<file path="src/rtl/regfile_wb_ctrl.sv">
// regfile_wb_ctrl: write-port controller for the 32x32 register file.
// After reset it optionally sweeps zeros into all 32 registers. It then
// arbitrates the single write port round-robin between two writeback
// requesters (0 = ALU, 1 = load unit). It also keeps the busy scoreboard
// that the issue stage uses for RAW stall detection.
//
// Ports:
//   clk, clr                  clock (rising edge), async active-low reset
//   reqN_valid/addr/data      writeback request from requester N
//   reqN_ready                requester N accepted this cycle (combinational)
//   issue_valid, issue_rd     instruction issued with destination issue_rd
//   busy                      scoreboard, bit i = write to xi pending
//   rf_we, rf_addr, rf_d      registered register-file write port
//   init_done                 high once in RUN
module regfile_wb_ctrl #(
  parameter bit INIT_SWEEP = 1'b1,
  parameter bit RST_PRIO   = 1'b0
) (
  input  logic        clk,
  input  logic        clr,
  input  logic        req0_valid,
  input  logic [4:0]  req0_addr,
  input  logic [31:0] req0_data,
  output logic        req0_ready,
  input  logic        req1_valid,
  input  logic [4:0]  req1_addr,
  input  logic [31:0] req1_data,
  output logic        req1_ready,
  input  logic        issue_valid,
  input  logic [4:0]  issue_rd,
  output logic [31:0] busy,
  output logic        rf_we,
  output logic [4:0]  rf_addr,
  output logic [31:0] rf_d,
  output logic        init_done
);

  typedef enum logic {ST_INIT, ST_RUN} state_t;

  state_t      state;
  logic [4:0]  cnt;
  logic        ptr;
  logic        run;
  logic        grant0;
  logic        grant1;
  logic        acc;
  logic [4:0]  wr_addr;
  logic [31:0] wr_data;
  logic [31:0] set_mask;
  logic [31:0] clr_mask;
  logic [31:0] busy_next;

  assign run = (state == ST_RUN);

  // ptr selects the winner only when both requesters are valid.
  always_comb begin
    grant0  = run & req0_valid & (~req1_valid | ~ptr);
    grant1  = run & req1_valid & (~req0_valid | ptr);
    acc     = grant0 | grant1;
    wr_addr = grant1 ? req1_addr : req0_addr;
    wr_data = grant1 ? req1_data : req0_data;
  end

  assign req0_ready = grant0;
  assign req1_ready = grant1;

  // Set is applied after clear so a new producer issued in the same cycle
  // as the old one's writeback keeps the register marked busy.
  always_comb begin
    set_mask = '0;
    clr_mask = '0;
    if (issue_valid) set_mask[issue_rd] = 1'b1;
    if (acc)         clr_mask[wr_addr]  = 1'b1;
    set_mask[0] = 1'b0;
    clr_mask[0] = 1'b0;
    busy_next = (busy & ~clr_mask) | set_mask;
  end

  always_ff @(posedge clk or negedge clr) begin
    if (!clr) begin
      state     <= INIT_SWEEP ? ST_INIT : ST_RUN;
      cnt       <= '0;
      ptr       <= RST_PRIO;
      busy      <= '0;
      rf_we     <= 1'b0;
      rf_addr   <= '0;
      rf_d      <= '0;
      init_done <= ~INIT_SWEEP;
    end else if (state == ST_INIT) begin
      rf_we   <= 1'b1;
      rf_addr <= cnt;
      rf_d    <= '0;
      cnt     <= cnt + 5'd1;
      if (cnt == 5'd31) begin
        state     <= ST_RUN;
        init_done <= 1'b1;
      end
    end else begin
      // Writes to x0 are acknowledged but never reach the register file.
      rf_we <= acc & (wr_addr != 5'd0);
      if (acc && (wr_addr != 5'd0)) begin
        rf_addr <= wr_addr;
        rf_d    <= wr_data;
      end
      if (req0_valid && req1_valid) ptr <= ~ptr;
      busy <= busy_next;
    end
  end

endmodule

</file>
<file path="config.mk">
export PLATFORM = sky130hd
export DESIGN_NAME = regfile_wb_ctrl
export DESIGN_NICKNAME = d
export VERILOG_FILES = /design/src/rtl/regfile_wb_ctrl.sv
export SDC_FILE = /design/constraint.sdc
export NUM_CORES = 1
export LEC_CHECK = 0
export CORE_MARGIN = 2
export CORE_UTILIZATION = 55
export CTS_BUF_LIST = sky130_fd_sc_hd__clkbuf_2 sky130_fd_sc_hd__clkbuf_4 sky130_fd_sc_hd__clkbuf_8
export DETAILED_ROUTE_END_ITERATION = 12
export DONT_BUFFER_PORTS = 1
export GPL_TIMING_DRIVEN = 0
export PLACE_DENSITY = 0.7
export SYNTH_ARGS = -nofsm -noshare
export SYNTH_HDL_FRONTEND = slang
export SYNTH_SLANG_ARGS = --single-unit
export TNS_END_PERCENT = 30
</file>
<file path="constraint.sdc">
create_clock -name clk -period 3.15 [get_ports clk]
set_input_delay 0.315 -clock clk [delete_from_list [all_inputs] [get_ports clk]]
set_output_delay 0.315 -clock clk [all_outputs]
set_load 0.02 [all_outputs]
</file>
==> results.md <==
- Largest family of logic cells by synthesized area: compound AO/OA/AOI/OAI gates
- Vias/cell: roughly 6.5
- Minimum clock period: between 2 and 2.5 ns
- Final GP Congestion: 0.846
- Iteration-0 DRC Markers: between 150 and 200
- Synth warnings: 0
- Max-cap violations: 0
- Core area: roughly 6400 um2
- Tcrit/Tclk final: 0.700
- Status: complete, but fails checks
- Syn Inst Count: 362
- Reg2reg start: run
- Std cell rows: 29
- CTS Buf Count: 9
- Mux contribution to synthesized area: 0.0116
- Psw: between 1 and 1.5 mW
- Area delta synth->final: 9.74%
- Reg clk slew, reported paths: 0.08 ns
- Slew Limit Fails: 0
- WL/cell: about 21 um
- TNS Setup: 0 ns
- CP max FO: 10
- Total power per unit cell area: about 740 nW/um2
- Worst r2r dst: rf_d[6]
- Final Cell Area: between 4000 and 5000 um2
- Share of the synthesized area in the top cell type: 0.525
- Die Height: 85.7 um
- Synth area leader: dfrtp_1
- Mean Syn Cell Area: slightly above 10 um2
- HP Class: input pin to flip-flop
- Clock power share: 0.277
- Synth Cell Area: roughly 3700 um2
- Rel. slew slack: 0.534
- Clock latency on the worst-skew pair: 0.35 ns
- Flops & latches, synth: 77
- CTS tree: done
- Placed Cells: approximately 440
- Die W: around 86 um
- Post-Layout Cell Count: about 460
- Count leader, synth: dfrtp_1
- Sink Count: 77
- Sequential share of power: 0.530
- Internal power: 1.90 mW
- Largest net degree at the start of global routing: 78
- Setup Buffers After CTS: 0
- Worst setup path class: flip-flop to output pin
- Hold_ws: between 0.1 and 0.15 ns
- Synth area leaders: dfrtp_1 52%, o21ai_0 7.9%, a22o_1 4.1%
- DRC: 14
- CP Capture Type: output pin
- Failing checks: DRC
- Simple-Gate Fraction of Synth Area: 0.122
- Clk_skew: around 0.0085 ns
- Num ports: ~160
- Register area: ~1900 um2
- Synthesized Nets: about 450
- Ys async rst share: 1.00
- Dpl hpwl: a little under 7000 um
- Initial Utilization: 0.572
- Synth Area in Compound Gates: 0.286
- Worst setup path end: req1_ready
- Crit path required time: 2.83 ns
- Reg2reg path depth: 6
- RSZ-0062 raised after global routing: no
- N_diodes: 0
- Area after DPL: roughly 3800 um2
- VDD IR max: ~0.00035 V
- Layout Nets: approximately 460
- Sw Share: 0.368
- Total Routing Usage GR: 0.267
- Area of the multi-input gates: 1610 um2
- Post-Synth XOR/XNOR Area: 0.00954
- WP data arrival: roughly 1.9 ns
- Setup crit start kind: flip-flop
- Register area share after synthesis: 0.525
- Port bufs: 0
- Number of global-route vias before repair: between 2k and 3k
- Longest Clk Path Bufs: 2
- Number of synthesized flops with an enable pin: 0
- Unique masters post-synth: 51
- LEAKAGE: about 1.8 nW
- Post-DRT Antenna Nets: 0
- Adder-cell share of the synthesized area: 0.00681
- Final setup viols: 0
- Final Hold Fails: 0
- Die area: about 7300 um2
- Initial antenna violation count: 0
- Crit path from: run
- Worst Tran Pin Value: roughly 0.7 ns
- Root Driver: clkbuf_8
- Synth top cells by count: 77 x dfrtp_1, 58 x o21ai_0, 26 x nand2_1, 26 x nor2_1
- R2r setup slk: between 1 and 1.5 ns
- CTS HTree Levels: 3
- Achievable frequency: 454 MHz
- Vias: about 3k
- DRT Pass-1 Iters: 10
- First-pass GRT wire length: 15200 um
- Top FF cell, synth: dfrtp_1
- Layout cells sized above 1: 0.103
- Combinational power share: 0.193
- Fill cell count: roughly 540
- Grt total ovfl: 0
- Routed wire length: just under 10000 um
-- area by class of cell --
cell class,instances,area share
inverters,5,0.00466
clock buffers,10,0.0341
clock inverters,6,0.0214
plain buffers,24,0.0301
well taps,77,0.0239
repair buffers,2,0.00931
flip-flops and latches,77,0.478
multi-input cells,256,0.399
-- worst min path at each step --
| stage | cells past startpoint | start | slack [ns] | to |
|---|---|---|---|---|
| 5_1_grt | 2 | req0_valid | 0.12 | ptr |
| 2_1_floorplan | 0 | clr | 0.02 | busy[10] |
| 3_3_place_gp | 0 | clr | 0.02 | rf_we |
| 4_1_cts | 2 | req0_valid | 0.11 | ptr |
| 6_report | 2 | req1_data[4] | 0.11 | rf_d[4] |
| 3_5_place_dp | 0 | clr | 0.02 | rf_d[24] |
-- per-stage QoR --
step	power, mW	setup slack (ns)	utilization
after detailed placement	2.16	1.11	0.587
final	3.00	0.946	0.628
after CTS	3.01	0.950	0.628
after global placement	2.14	1.18	0.587
after floorplan	2.00	1.31	-
after global routing	3.14	0.821	0.628
-- metal layers --
layer	global-route usage	vias to the layer above	part of all wire
met5	0	-	0
met4	0.0895	0	0.015
met3	0.0770	13	0.098
met2	0.410	133	0.47
met1	0.368	1471	0.42
li1	-	1369	-
-- registers in the layout (all words and copies together) (netlist names) --
name	cells
run	1
rf_d	32
rf_we	1
ptr	1
init_done	1
rf_addr	5
cnt	5
busy	31
-- power groups by stage --
stage                     clock network, mW  logic, mW  registers [mW]
after floorplan                           0      0.440            1.56
after global placement                    0      0.531            1.61
after detailed placement                  0      0.552            1.61
after CTS                             0.838      0.579            1.59
after global routing                  0.879      0.649            1.61
final                                 0.830      0.578            1.59
-- cell usage in the layout, fill, tap and decap left out, drive strengths merged, types with 3 or more instances in the layout --
cell type	instances
nand3b	3
dfrtp	77
a22o	17
o211ai	4
xnor2	4
nor3	3
a21oi	7
o41ai	3
clkinv	3
o2bb2ai	4
clkbuf	23
a21o	18
inv	5
and3	5
nor2	26
buf	12
o21ai	76
nand2	26
nand3	4
a311oi	15
a211oi	5
nand2b	5
-- critical path, stage by stage, from the launching register on --
cell and delay, ns:
dfrtp_1 0.42, nand2_1 0.17, nor2_1 0.16, buf_2 0.27, clkbuf_1 0.52
-- cells by family (layout without fill, tap and decap cells) --
group	Yosys count	after routing
buf+inv	29	47
xor+xnor	4	4
compound gates	157	157
other cells	1	1
flops	77	77
simple gates	88	88
fa+ha+maj	2	2
mux	4	4
-- what timing repair did --
action                     CTS  global route
hold endpoints to repair    77             0
hold buffers                 2             0
resized for setup            0             0
setup endpoints to repair    0             0
No activity file was read; power rests on OpenSTA's default activity.
